**src/rtl/otbn_keccak_plane_seq.sv**
```systemverilog
`default_nettype none
// ============================================================================
// Module      : otbn_keccak_plane_seq
// Description : Sequencer that streams Keccak planes through an external
//               combinational plane unit. A theta job folds five input
//               planes into a column-parity accumulator and emits one D-plane.
//               A chi job passes five planes through the unit one at a time,
//               alternating input and output beats.
//               Only a lane width of 64 bits is supported.
// Revision    : 1.0 - initial release
// ============================================================================
module otbn_keccak_plane_seq #(
    parameter int LaneW = 64
) (
    input  logic                 clk_i,
    input  logic                 rst_ni,
    input  logic                 start_i,
    input  logic                 op_i,
    output logic                 busy_o,
    output logic                 done_o,
    input  logic                 in_valid_i,
    output logic                 in_ready_o,
    input  logic [5*LaneW-1:0]   in_plane_i,
    output logic                 out_valid_o,
    input  logic                 out_ready_i,
    output logic [5*LaneW-1:0]   out_plane_o,
    output logic                 pu_en_o,
    output logic                 pu_op_o,
    output logic [4*LaneW-1:0]   pu_operand_a_o,
    output logic [4*LaneW-1:0]   pu_operand_b_o,
    input  logic [4*LaneW-1:0]   pu_rs0_i,
    input  logic [4*LaneW-1:0]   pu_rs1_i
);

    localparam logic [2:0] c_IDLE = 3'd0;
    localparam logic [2:0] c_RECV = 3'd1;
    localparam logic [2:0] c_CALC = 3'd2;
    localparam logic [2:0] c_SEND = 3'd3;
    localparam logic [2:0] c_DONE = 3'd4;

    localparam logic [2:0] c_LAST_BEAT = 3'd4;
    localparam logic       c_OP_THETA  = 1'b0;

    logic [2:0]         r_state;
    logic [2:0]         w_state_next;
    logic               r_op;
    logic [2:0]         r_cnt;
    logic [5*LaneW-1:0] r_c;
    logic [5*LaneW-1:0] r_w;
    logic [5*LaneW-1:0] r_r;

    logic               w_in_hs;
    logic               w_out_hs;
    logic [5*LaneW-1:0] w_src;
    logic [5*LaneW-1:0] w_result;
    logic               w_unused_rs1;

    // Theta works on the parity accumulator, chi on the latched plane.
    assign w_src    = (r_op == c_OP_THETA) ? r_c : r_w;
    // Lanes 0..3 come back on rs0, lane 4 on the low lane of rs1.
    assign w_result = {pu_rs1_i[LaneW-1:0], pu_rs0_i};
    assign w_unused_rs1 = ^pu_rs1_i[4*LaneW-1:LaneW];

    assign w_in_hs  = in_valid_i & in_ready_o;
    assign w_out_hs = out_valid_o & out_ready_i;

    // State register.
    always_ff @(posedge clk_i) begin
        if (!rst_ni) begin
            r_state <= c_IDLE;
        end else begin
            r_state <= w_state_next;
        end
    end

    // Next-state and outputs; every output is forced low while reset is held.
    always_comb begin
        w_state_next   = r_state;
        busy_o         = 1'b0;
        done_o         = 1'b0;
        in_ready_o     = 1'b0;
        out_valid_o    = 1'b0;
        out_plane_o    = '0;
        pu_en_o        = 1'b0;
        pu_op_o        = 1'b0;
        pu_operand_a_o = '0;
        pu_operand_b_o = '0;
        if (rst_ni) begin
            case (r_state)
                c_IDLE: begin
                    if (start_i) begin
                        w_state_next = c_RECV;
                    end
                end
                c_RECV: begin
                    busy_o     = 1'b1;
                    in_ready_o = 1'b1;
                    if (in_valid_i) begin
                        if (r_op != c_OP_THETA || r_cnt == c_LAST_BEAT) begin
                            w_state_next = c_CALC;
                        end
                    end
                end
                c_CALC: begin
                    busy_o         = 1'b1;
                    pu_en_o        = 1'b1;
                    pu_op_o        = r_op;
                    pu_operand_a_o = w_src[4*LaneW-1:0];
                    pu_operand_b_o = {{(3*LaneW){1'b0}}, w_src[5*LaneW-1:4*LaneW]};
                    w_state_next   = c_SEND;
                end
                c_SEND: begin
                    busy_o      = 1'b1;
                    out_valid_o = 1'b1;
                    out_plane_o = r_r;
                    if (out_ready_i) begin
                        if (r_op == c_OP_THETA || r_cnt == c_LAST_BEAT) begin
                            w_state_next = c_DONE;
                        end else begin
                            w_state_next = c_RECV;
                        end
                    end
                end
                c_DONE: begin
                    busy_o       = 1'b1;
                    done_o       = 1'b1;
                    w_state_next = c_IDLE;
                end
                default: begin
                    w_state_next = c_IDLE;
                end
            endcase
        end
    end

    // Job datapath: op latch, parity accumulator, work/result planes, beat count.
    always_ff @(posedge clk_i) begin
        if (!rst_ni) begin
            r_op  <= 1'b0;
            r_cnt <= 3'd0;
            r_c   <= '0;
            r_w   <= '0;
            r_r   <= '0;
        end else begin
            if (r_state == c_IDLE && start_i) begin
                r_op  <= op_i;
                r_cnt <= 3'd0;
                r_c   <= '0;
            end
            if (w_in_hs) begin
                if (r_op == c_OP_THETA) begin
                    r_c   <= r_c ^ in_plane_i;
                    r_cnt <= (r_cnt == c_LAST_BEAT) ? 3'd0 : r_cnt + 3'd1;
                end else begin
                    r_w <= in_plane_i;
                end
            end
            if (r_state == c_CALC) begin
                r_r <= w_result;
            end
            if (w_out_hs && r_op != c_OP_THETA) begin
                r_cnt <= r_cnt + 3'd1;
            end
        end
    end

endmodule
`default_nettype wire

```
**config.mk**
```make
export PLATFORM = sky130hd
export DESIGN_NAME = otbn_keccak_plane_seq
export DESIGN_NICKNAME = d
export VERILOG_FILES = /design/src/rtl/otbn_keccak_plane_seq.sv
export SDC_FILE = /design/constraint.sdc
export NUM_CORES = 2
export LEC_CHECK = 0
export ABC_AREA = 1
export CORE_AREA = 2 2 650 652
export DETAILED_ROUTE_END_ITERATION = 6
export DIE_AREA = 0 0 652 654
export MAX_ROUTING_LAYER = met4
export PLACE_DENSITY = 0.33
export REMOVE_ABC_BUFFERS = 1
export SETUP_SLACK_MARGIN = 0.05
export SLEW_MARGIN = 20
export SYNTH_ARGS = -nofsm -noshare
export SYNTH_HDL_FRONTEND = slang
export SYNTH_SLANG_ARGS = --single-unit
```
**constraint.sdc**
```tcl
create_clock -name clk_i -period 2.7 [get_ports clk_i]
set_clock_uncertainty 0.2 [all_clocks]
set_input_delay 0.405 -clock clk_i [delete_from_list [all_inputs] [get_ports clk_i]]
set_output_delay 0.405 -clock clk_i [all_outputs]
set_load 0.01 [all_outputs]
```
==> results of run 1 <==
[per-layer routing]
layer / track usage
met1: 0.142
met5: -
met3: 0.0230
met4: 0.0306
met2: 0.234
[logic make-up after synthesis]
kind of cell | synth area share
other | 0.0000804
AO/OA/AOI/OAI | 0.239
AND/OR/NAND/NOR | 0.211
adder cells (fa/ha/maj) | 0.000536
flip-flops | 0.415
buffers and inverters | 0.134
XOR/XNOR | 0.000188
[Yosys cell counts (all sizes together)]
library cell and instances:
a211oi 320, a21oi 648, buf 457, clkbuf 231, clkinv 1, conb 1
dfxtp 967, ha 2, inv 652, nand2 656, nand3 10, nand3b 1
nand4 3, nor2 1930, nor3 3, o21ai 962, or2 1, xor2 1
[what timing repair did]
item | in CTS | in global routing
hold buffers | 427 | 0
cloned | 14 | 6
resized for setup | 470 | 382
pin swaps | 8 | 1
endpoints found under the setup margin | 646 | 658
setup buffers | 35 | 16
hold endpoints to repair | 497 | 0
[through the flow]
step / std cells / setup slack [ns] / TNS (ns)
after global placement: 13600 / -0.227 / -22.80
after detailed placement: 13600 / -0.219 / -29.36
after CTS: 14300 / -0.999 / -510.37
after global routing: 14400 / -1.01 / -486.76
after floorplan: 6349 / -16.78 / -
==> summary.md, run 1 <==
| Metric | Value |
|---|---|
| Run status | `did not finish` |
| Failed at | `detailed routing` |
| Run Error | `[ERROR DRT-0255] Maze Route cannot find path of net clk_i in worker of routeBox ( 627900 289800 ) ( 652000 338100 ).` |
| Top-area cell type share of the netlist area | `0.415` |
| Max H-tree Level | `4` |
| CTS Sinks | `967` |
| Vias in the first global route | `between 40000 and 50000` |
| Synth area leader | `dfxtp_1` |
| Antenna violations before repair | `between 100 and 150` |
| Sequential area share after synthesis | `0.415` |
| Netlist Area Pre-Place | `approximately 47000 sq um` |
| Grt ovf | `0` |
| Ys Warns | `0` |
| Total GRT Usage | `0.128` |
| # port buffers | `1291` |
| Syn Inst Count | `approximately 6800` |
| Worst_ep grt | `pu_operand_a_o[146]` |
| Post-DP Area | `roughly 68000 sq um` |
| Largest net degree at the start of global routing | `roughly 140` |
| Area contributors post-synth | `dfxtp_1, nor2_1, o21ai_0` |
| Clock tree buffer depth | `4` |
| Netlist cell types | `31` |
| Starting Density | `0.111` |
| CTS root buffer | `clkbuf_16` |
| FF+latch count, synth | `approximately 970` |
| WEP type | `top-level output` |
| DIE HEIGHT | `roughly 650 um` |
| Cell Rows | `roughly 240` |
| First-pass GRT wire length | `between 300000 and 400000 um` |
| Cts bufs inserted | `about 150` |
| RePlAce Congestion | `between 0.7 and 0.8` |
| Die width | `652 um` |
| DP Wirelength | `211000 um` |
| I/O pins | `between 1500 and 2000` |
| Mean Syn Cell Area | `around 6.8 sq um` |
==> run 2: changes to the inputs <==
--- a/config.mk
+++ b/config.mk
@@ -6,13 +6,11 @@
 export NUM_CORES = 2
 export LEC_CHECK = 0
 export ABC_AREA = 1
-export CORE_AREA = 2 2 650 652
+export CORE_AREA = 2 2 658 660
 export DETAILED_ROUTE_END_ITERATION = 6
-export DIE_AREA = 0 0 652 654
-export MAX_ROUTING_LAYER = met4
-export PLACE_DENSITY = 0.33
+export DIE_AREA = 0 0 660 662
+export PLACE_DENSITY_LB_ADDON = 0.15
 export REMOVE_ABC_BUFFERS = 1
-export SETUP_SLACK_MARGIN = 0.05
 export SLEW_MARGIN = 20
 export SYNTH_ARGS = -nofsm -noshare
 export SYNTH_HDL_FRONTEND = slang
==> run 2 against run 1 <==
Compared with the run above: the flow now finishes, with violations (negative setup slack); synthesized cell count is the same; global-route usage shrank 0.10 points; synthesized area is the same.
==> summary.md, run 2 <==
| Metric | Value |
|---|---|
| Final slew viol count | `0` |
| Fin crit share | `1.27` |
| Reg power frac | `0.327` |
| Most common cell in the netlist | `nor2_1` |
| First-pass GRT wire length | `399000 um (+4.1%)` |
| R2R cell count | `10` |
| Endpoints failing hold | `0` |
| DR pass1 iterations | `7` |
| CP max stage delay | `approximately 0.54 ns` |
| Final ANT Viol Nets | `0` |
| Clock tree buffer depth | `4 (unchanged)` |
| WS Path Type | `flip-flop to output pin` |
| Worst Hold Launch | `pu_rs0_i[85]` |
| Starting Density | `0.109 (-0.00270)` |
| Biggest regs | `r_c (320), r_r (320), r_w (320)` |
| WP buf/inv | `7` |
| Worst r2r src | `r_state[1]` |
| Commonest cells in the netlist | `nor2_1, dfxtp_1, o21ai_0, nand2_1, a21oi_1` |
| Hold endpoint | `r_r[85]` |
| Reg2reg end | `r_r[187]` |
| Max H-tree Level | `4 (unchanged)` |
| DRT iter0 DRCs | `about 2400` |
| Crit-path slowest cell | `clkdlybuf4s50_1` |
| CTS Sinks | `967 (unchanged)` |
| Grt ovf | `0 (unchanged)` |
| Comb power frac | `0.296` |
| Tmin final | `about 3.4 ns` |
| Die area | `437000 sq um` |
| Netlist Area Pre-Place | `46700 sq um (unchanged)` |
| DIE HEIGHT | `662 um (+1.2%)` |
| Via density | `3.60` |
| Worst Setup End Kind | `output pin` |
| Area contributors post-synth | `dfxtp_1, nor2_1, o21ai_0` |
| FF+latch count, synth | `967 (unchanged)` |
| Non-Filler Instances | `around 15000` |
| Worst hold path cell count | `3` |
| I/O pins | `1676 (unchanged)` |
| Crit path required time | `between 2 and 2.5 ns` |
| Top cell family by delay on the critical path | `buffers and inverters` |
| CTS root buffer | `clkbuf_16` |
| Synth area leader | `dfxtp_1` |
| Post-DP Area | `67700 sq um (-0.17%)` |
| Primary FF master, synth | `dfxtp_1` |
| Total power | `51.1 mW` |
| Post-synth ARST share | `0 (unchanged)` |
| Vias | `between 50000 and 60000` |
| Core area | `430000 sq um` |
| Pwr dens | `roughly 650 nW/um^2` |
| Clock Power Share | `0.377` |
| Setup WS post-layout | `-0.722 ns` |
| Psw | `around 18 mW` |
| LEAKAGE | `between 20 and 30 nW` |
| Startpoint types | `flip-flop` |
| Top-area cell type share of the netlist area | `0.415 (unchanged)` |
| Max Freq | `around 0.29 GHz` |
| Peak supply drop | `between 500 and 600 uV` |
| Arrival time worst endpoint | `~2.8 ns` |
| Vias in the first global route | `52100 (+4.7%)` |
| Post-synth EDFFs | `0 (unchanged)` |
| Hold WC Path Type | `primary input to flip-flop` |
| Die width | `660 um (+1.2%)` |
| Netlist cell types | `31 (unchanged)` |
| Run status | `complete, but fails checks` |
| Commonest non-fill, non-tap cell in the layout | `nor2_1` |
| RePlAce Congestion | `0.788 (-1.3%)` |
| Layout cell share with drive strength beyond 1 | `0.149` |
| Drt wl/cell | `around 20 um` |
| Antenna violations before repair | `137 (+33%)` |
| Tightest Pin Transition | `just over 1 ns` |
| CTS tree | `yes` |
| Failing checks | `negative setup slack` |
| # port buffers | `1291 (unchanged)` |
| Clk_lat worst skew | `between 0.8 and 0.9 ns` |
| Ys Warns | `0 (unchanged)` |
| Final setup viols | `roughly 650` |
| Tightest hold margin | `0.103 ns` |
| R2R Setup Slk | `-0.06 ns` |
| Mean Syn Cell Area | `6.82 sq um (unchanged)` |
| Internal power component | `roughly 33 mW` |
| # DRC | `0` |
| Area growth from synthesis to layout | `69.6%` |
| Routed WL | `roughly 290000 um` |
| DP Wirelength | `216000 um (+2.4%)` |
| Most frequent cells in the layout | `nor2_1, dfxtp_1, clkdlybuf4s50_1` |
| Sequential area share after synthesis | `0.415 (unchanged)` |
| Fin area | `around 79000 sq um` |
| Largest net degree at the start of global routing | `211 (+47%)` |
| Clock-pin transition on the worst setup and hold timing paths | `~0.050 ns` |
| MaxCap Viol Count | `0` |
| Worst path cell trace | `nor3_2, buf_4, inv_8, nor2_4, buf_6, buf_12, inv_16, buf_16, nor2_1, clkdlybuf4s50_1` |
| Sw Ratio | `0.350` |
| Syn Inst Count | `6846 (unchanged)` |
| Final-stage net count | `approximately 9600` |
| Pre-CTS WS | `-0.232 ns (-0.0129 ns)` |
| Crit path max fanout | `14` |
| Post-Route Setup TNS | `-337.20 ns` |
| Cell Rows | `241 (+1.3%)` |
| Post-layout util | `0.184` |
| RSZ-0062 raised after global routing | `true` |
| Slew margin rel. | `0.328` |
| Placed insts | `13700 (+1.2%)` |
| Total GRT Usage | `0.127 (-0.00102)` |
| Cts bufs inserted | `150 (+2.0%)` |
-- run 2: cell counts after synthesis --
No cell type changed its count.
-- run 2: kinds of logic (layout without fill, tap and decap cells) --
logic type | after synthesis | count (layout) | synth area share
DFF | 967 | 967 | 0.415
buffers and inverters | 1341 | 3138 | 0.134
adders and majority gates | 2 | 2 | 0.000536
other | 1 | 216 | 0.0000804
and+or+nand+nor | 2604 | 2604 | 0.211
AOI/OAI and AO/OA | 1930 | 1930 | 0.239
xor gates and xnor gates | 1 | 1 | 0.000188
-- run 2: what timing repair did --
| item | 4_1_cts | 5_1_grt |
|---|---|---|
| endpoints found under the setup margin | 649 | 727 |
| endpoints found under the hold margin | 569 | 0 |
| pin swaps | 7 | 2 |
| resized for setup | 1137 | 322 |
| gates cloned | 26 | 9 |
| hold buffers | 467 | 0 |
| buffers inserted | 52 | 8 |
-- run 2: per-layer routing --
metal	track usage	wire, um	up-vias
li1	-	-	25400
met1	0.139	113000	24900
met2	0.241	152000	1593
met3	0.0273	16000	529
met4	0.0396	11100	44
met5	0	286	-
-- run 2: final cells by class --
class | instances | area (sq um)
multi-input combinational | 4729 | 22600
fill | 48400 | 351000
inverter | 653 | 2490
sequential | 967 | 19400
timing repair inverter | 1 | 20.0
timing repair buffer | 2236 | 22800
tap | 5710 | 7140
clock buffer | 229 | 4400
antenna | 24 | 60.1
clock inverter | 19 | 225
-- run 2: how the worst max path moves through the flow --
stage	from	cells after the start	slack, ns	endpoint
2_1_floorplan	r_op	4	-16.78	r_w[0]
4_1_cts	r_state[2]	13	-0.92	pu_operand_a_o[18]
3_3_place_gp	r_op	7	-0.22	pu_operand_a_o[109]
3_5_place_dp	rst_ni	8	-0.23	out_plane_o[294]
5_1_grt	r_state[2]	9	-0.94	out_plane_o[150]
6_report	r_state[2]	10	-0.72	pu_operand_a_o[187]
-- run 2: worst reg2reg max path, delay by kind of cell, from the launching register on --
kind	cells	cell delay, ns
buffers and inverters	7	1.49
flip-flops	1	0.32
AO/OA/AOI/OAI	2	0.65
AND/OR/NAND/NOR	1	0.04
-- run 2: power by group through the flow --
stage | combinational [mW] | sequential, mW | clock, mW
final | 15.1 | 16.7 | 19.3
after global placement | 13.0 | 17.0 | 0
after CTS | 15.3 | 16.7 | 20.3
after floorplan | 4.58 | 16.9 | 0
after detailed placement | 13.1 | 17.0 | 0
after global routing | 16.5 | 16.9 | 20.8
Note: power is estimated with default switching activity, not from simulation.
